===== src/rtl/alu_uart_if.sv =====
// alu_uart_if: byte-serial command front end for an ALU (operand A, operand B, opcode -> result byte).
// Define ALU_UART_IF_ZERO_FLAG_EN to follow each result byte with a zero-flag byte.
module alu_uart_if #(
    parameter int BITS = 8
) (
    input  logic            clk,
    input  logic            rst,
    input  logic [BITS-1:0] rx_data,
    input  logic            rx_done,
    input  logic            tx_done,
    output logic [BITS-1:0] tx_data,
    output logic            tx_start,
    output logic [BITS-1:0] alu_a,
    output logic [BITS-1:0] alu_b,
    output logic [3:0]      alu_op,
    input  logic [BITS-1:0] alu_result,
    input  logic            alu_zero,
    output logic            err,
    output logic            drop
);

    localparam logic [2:0] GET_A    = 3'd0;
    localparam logic [2:0] GET_B    = 3'd1;
    localparam logic [2:0] GET_OP   = 3'd2;
    localparam logic [2:0] EXEC     = 3'd3;
    localparam logic [2:0] SEND_RES = 3'd4;
    localparam logic [2:0] WAIT_RES = 3'd5;
`ifdef ALU_UART_IF_ZERO_FLAG_EN
    localparam logic [2:0] SEND_FLG = 3'd6;
    localparam logic [2:0] WAIT_FLG = 3'd7;
`endif

    logic [2:0]      r_state;
    logic [BITS-1:0] r_alu_a;
    logic [BITS-1:0] r_alu_b;
    logic [3:0]      r_alu_op;
    logic [BITS-1:0] r_tx_data;
    logic            r_tx_start;
    logic            r_err;
    logic            r_drop;
`ifdef ALU_UART_IF_ZERO_FLAG_EN
    logic            r_flag;
`else
    logic            w_unused_zero;
    assign w_unused_zero = alu_zero;
`endif

    logic w_op_ok;
    logic w_rx_state;

    assign w_op_ok    = (rx_data[BITS-1:4] == '0);
    assign w_rx_state = (r_state == GET_A) || (r_state == GET_B) || (r_state == GET_OP);

    always_ff @(posedge clk or negedge rst) begin
        if (!rst) begin
            r_state    <= GET_A;
            r_alu_a    <= '0;
            r_alu_b    <= '0;
            r_alu_op   <= 4'b0000;
            r_tx_data  <= '0;
            r_tx_start <= 1'b0;
            r_err      <= 1'b0;
            r_drop     <= 1'b0;
`ifdef ALU_UART_IF_ZERO_FLAG_EN
            r_flag     <= 1'b0;
`endif
        end else begin
            r_tx_start <= 1'b0;
            r_err      <= 1'b0;
            r_drop     <= rx_done && !w_rx_state;
            case (r_state)
                GET_A: if (rx_done) begin
                    r_alu_a <= rx_data;
                    r_state <= GET_B;
                end
                GET_B: if (rx_done) begin
                    r_alu_b <= rx_data;
                    r_state <= GET_OP;
                end
                GET_OP: if (rx_done) begin
                    if (w_op_ok) begin
                        r_alu_op <= rx_data[3:0];
                        r_state  <= EXEC;
                    end else begin
                        r_err   <= 1'b1;
                        r_state <= GET_A;
                    end
                end
                // The result byte is launched straight from EXEC; SEND_RES only recovers forward.
                EXEC: begin
                    r_tx_data  <= alu_result;
                    r_tx_start <= 1'b1;
`ifdef ALU_UART_IF_ZERO_FLAG_EN
                    r_flag     <= alu_zero;
`endif
                    r_state    <= WAIT_RES;
                end
                SEND_RES: r_state <= WAIT_RES;
                WAIT_RES: if (tx_done) begin
`ifdef ALU_UART_IF_ZERO_FLAG_EN
                    r_state <= SEND_FLG;
`else
                    r_state <= GET_A;
`endif
                end
`ifdef ALU_UART_IF_ZERO_FLAG_EN
                SEND_FLG: begin
                    r_tx_data  <= {{(BITS-1){1'b0}}, r_flag};
                    r_tx_start <= 1'b1;
                    r_state    <= WAIT_FLG;
                end
                WAIT_FLG: if (tx_done) r_state <= GET_A;
`endif
                default: r_state <= GET_A;
            endcase
        end
    end

    assign alu_a    = r_alu_a;
    assign alu_b    = r_alu_b;
    assign alu_op   = r_alu_op;
    assign tx_data  = r_tx_data;
    assign tx_start = r_tx_start;
    assign err      = r_err;
    assign drop     = r_drop;

endmodule


===== config.mk =====
export PLATFORM = sky130hd
export DESIGN_NAME = alu_uart_if
export DESIGN_NICKNAME = d
export VERILOG_FILES = /design/src/rtl/alu_uart_if.sv
export SDC_FILE = /design/constraint.sdc
export NUM_CORES = 1
export LEC_CHECK = 0
export CORE_MARGIN = 5
export CORE_UTILIZATION = 40
export CTS_CLUSTER_SIZE = 40
export DETAILED_ROUTE_END_ITERATION = 7
export DONT_BUFFER_PORTS = 1
export GPL_TIMING_DRIVEN = 0
export SYNTH_ARGS = -nofsm -noshare
export SYNTH_HDL_FRONTEND = slang
export SYNTH_SLANG_ARGS = --single-unit

===== constraint.sdc =====
create_clock -name clk -period 3.4 [get_ports clk]
set_clock_uncertainty 0.15 [all_clocks]
set_input_delay 0.85 -clock clk [delete_from_list [all_inputs] [get_ports clk]]
set_output_delay 0.85 -clock clk [all_outputs]
set_load 0.05 [all_outputs]

==> results.py <==
metrics = {
    "placed_design": {
        "gp_congestion": 0.6696,
        "place_hpwl_microns": 1939,
        "io_buffers": 0,
    },
    "worst_setup_path": {
        "crit_type": "register to primary output",
        "cp_data_required_time_ns": 2.40,
        "reg2reg_slack_ns": 1.57,
        "path_max_fanout": 2,
        "cp.arrival_ns": 1.00,
        "worstSetupStartpointType": "register",
        "cp-end-kind": "primary output",
    },
    "routing": {
        "via_count": 727,
        "vias_per_cell": 5.084,
        "wl_microns": 2700,
        "routedWlPerCell_microns": 18.88,
        "drtAntennaViolNets": 0,
        "firstDrtPassIters": 4,
        "drtIter0Drc": 45,
        "drc": 0,
    },
    "clocking": {
        "clk_latency_ns": 0.34,
        "h-tree-depth": 2,
        "cts.sinks": 34,
        "cts-root-buf": "clkbuf_4",
        "post-cts-setup-buffers": 0,
        "cts.clk_slew.worst_paths_ns": 0.11,
        "cts_tree": "yes",
        "cts_hold_buf": 0,
        "postCtsResizedCells": 0,
        "numCtsBuffers": 5,
        "ctsLongestPathBuffers": 2,
    },
    "sta": {
        "slew_headroom_pct": 58.17,
        "setup_viol": 0,
        "finalHoldViolCount": 0,
        "layout_worst_path_cycle_share_pct": 58.96,
        "layout_min_cycle_time_ns": 2.005,
        "max_freq_ghz": 0.4989,
        "slew_viol_final": 0,
        "tns_ns": 0,
        "tightestPinTransition_ns": 0.6218,
        "rsz0062_at_grt": "false",
    },
    "finish": {
        "final_cell_mix": "dfrtp_1 (34), mux2_4 (16), mux2_2 (12)",
        "fin_nets": 117,
        "areaGrowthSynthToFinish_pct": 9.553,
        "num_antenna_cells": 0,
        "drive_gt1_share_pct": 44.33,
        "mostFrequentLayoutCell": "dfrtp_1",
    },
    "die": {
        "rows": 21,
        "die_h_microns": 69.74,
        "pin_count": 52,
        "fp.coreArea_sq_um": 3390,
        "dieArea_sq_um": 4864,
        "die_w_microns": 69.74,
        "initial_core_util_pct": 42.12,
    },
    "global_route": {
        "grt_pass1_wl_microns": 4491,
        "grt_remaining_overflow": 0,
        "grt_max_degree": 35,
        "grt_usage_pct": 12.01,
        "antenna_found_initial": 0,
        "grt_pass1_vias": 826,
    },
    "logic_synthesis": {
        "synth_nets": 110,
        "synthCells": 89,
        "synth_seq_cells": 34,
        "yosysWarnings": 0,
        "syn_area_sq_um": 1428,
        "synth_cell_type_count": 22,
        "synth-seq-area-share_pct": 59.60,
        "syn_avg_cell_area_sq_um": 16.04,
    },
    "min_path": {
        "hp-class": "primary input to asynchronous set/reset pin",
    },
    "flow_run": {
        "cap_violations": 0,
    },
    "status": {
        "status": "finished clean",
    },
}
## sequential cells by signal, summed over array words and instances, names as in the netlist
register,cells
tx_start,1
drop,1
err,1
r_state,3
alu_op,4
alu_b,8
alu_a,8
tx_data,8
## layout make-up
| type | count | area (sq um) |
|---|---|---|
| Buffer | 4 | 35.03 |
| Clock buffer | 8 | 78.83 |
| Fill cell | 297 | 1826 |
| Inverter | 2 | 7.507 |
| Multi-Input combinational cell | 49 | 534.3 |
| Sequential cell | 34 | 850.8 |
| Tap cell | 46 | 57.56 |
## stage by stage
stage,utilization (%),std cells,hold WS (ns),worst slack [ns],area [sq um]
finish,46.14,143,0.04132,1.395,1564
global route,46.14,143,0.005188,1.340,1564
CTS,46.14,143,0.02651,1.357,1564
detailed placement,43.82,135,0.4056,1.074,1485
global placement,43.82,135,0.4054,1.077,1485
floorplan,-,89,0.3728,1.308,1428
## path summary, 6_finish.rpt
kind	startpoint	endpoint	cells after the start
max	alu_a[7]	alu_a[7]	0
min	rst	r_state[1]	0
max reg2reg	r_state[2]	alu_b[0]	5
min reg2reg	r_state[2]	r_state[1]	2
max in group asynchronous	rst	tx_data[3]	0
min in group clk	r_state[2]	r_state[1]	2
## cell families (layout without fill, tap and decap cells)
family	Yosys count	in the layout	share of synthesized area, %
muxes	28	28	26.29
DFF	34	34	59.60
buffers and inverters	6	14	2.980
AOI/OAI and AO/OA	5	5	2.279
and+or+nand+nor	16	16	8.852
## worst reg2reg max path, delay by kind of cell, from the launching register on
| family | cells | cell delay, ns |
|---|---|---|
| buffers and inverters | 2 | 0.28 |
| multiplexers | 1 | 0.32 |
| flip-flops | 1 | 0.39 |
| AND/OR/NAND/NOR | 2 | 0.57 |
## synth_stat cells
cell	instances	share of area [%]
dfrtp_1	34	60
mux2_4	16	17
mux2_2	12	9.5
nand2_1	4	1.1
a21oi_1	2	0.70
and2b_1	2	1.1
buf_6	2	1.6
inv_1	2	0.53
nor2_8	2	2.8
a2111oi_0	1	0.61
and4bb_2	1	0.88
buf_2	1	0.35
buf_4	1	0.53
nand2b_1	1	0.44
nand3b_1	1	0.53
nor2_1	1	0.26
nor2b_1	1	0.44
nor3_1	1	0.35
nor4_1	1	0.44
o21ai_0	1	0.35
o32ai_1	1	0.61
or3b_1	1	0.61
## metal layers
layer	up-vias	global-route usage [%]	part of all wire, %
met3	7	6.522	8.6
met5	-	0	0
li1	325	-	-
met4	0	5.745	2.3
met1	373	12.77	37
met2	22	19.39	52
Power is not shown: default switching activity piles up to over one toggle a cycle in this logic, so the estimate is an artifact.
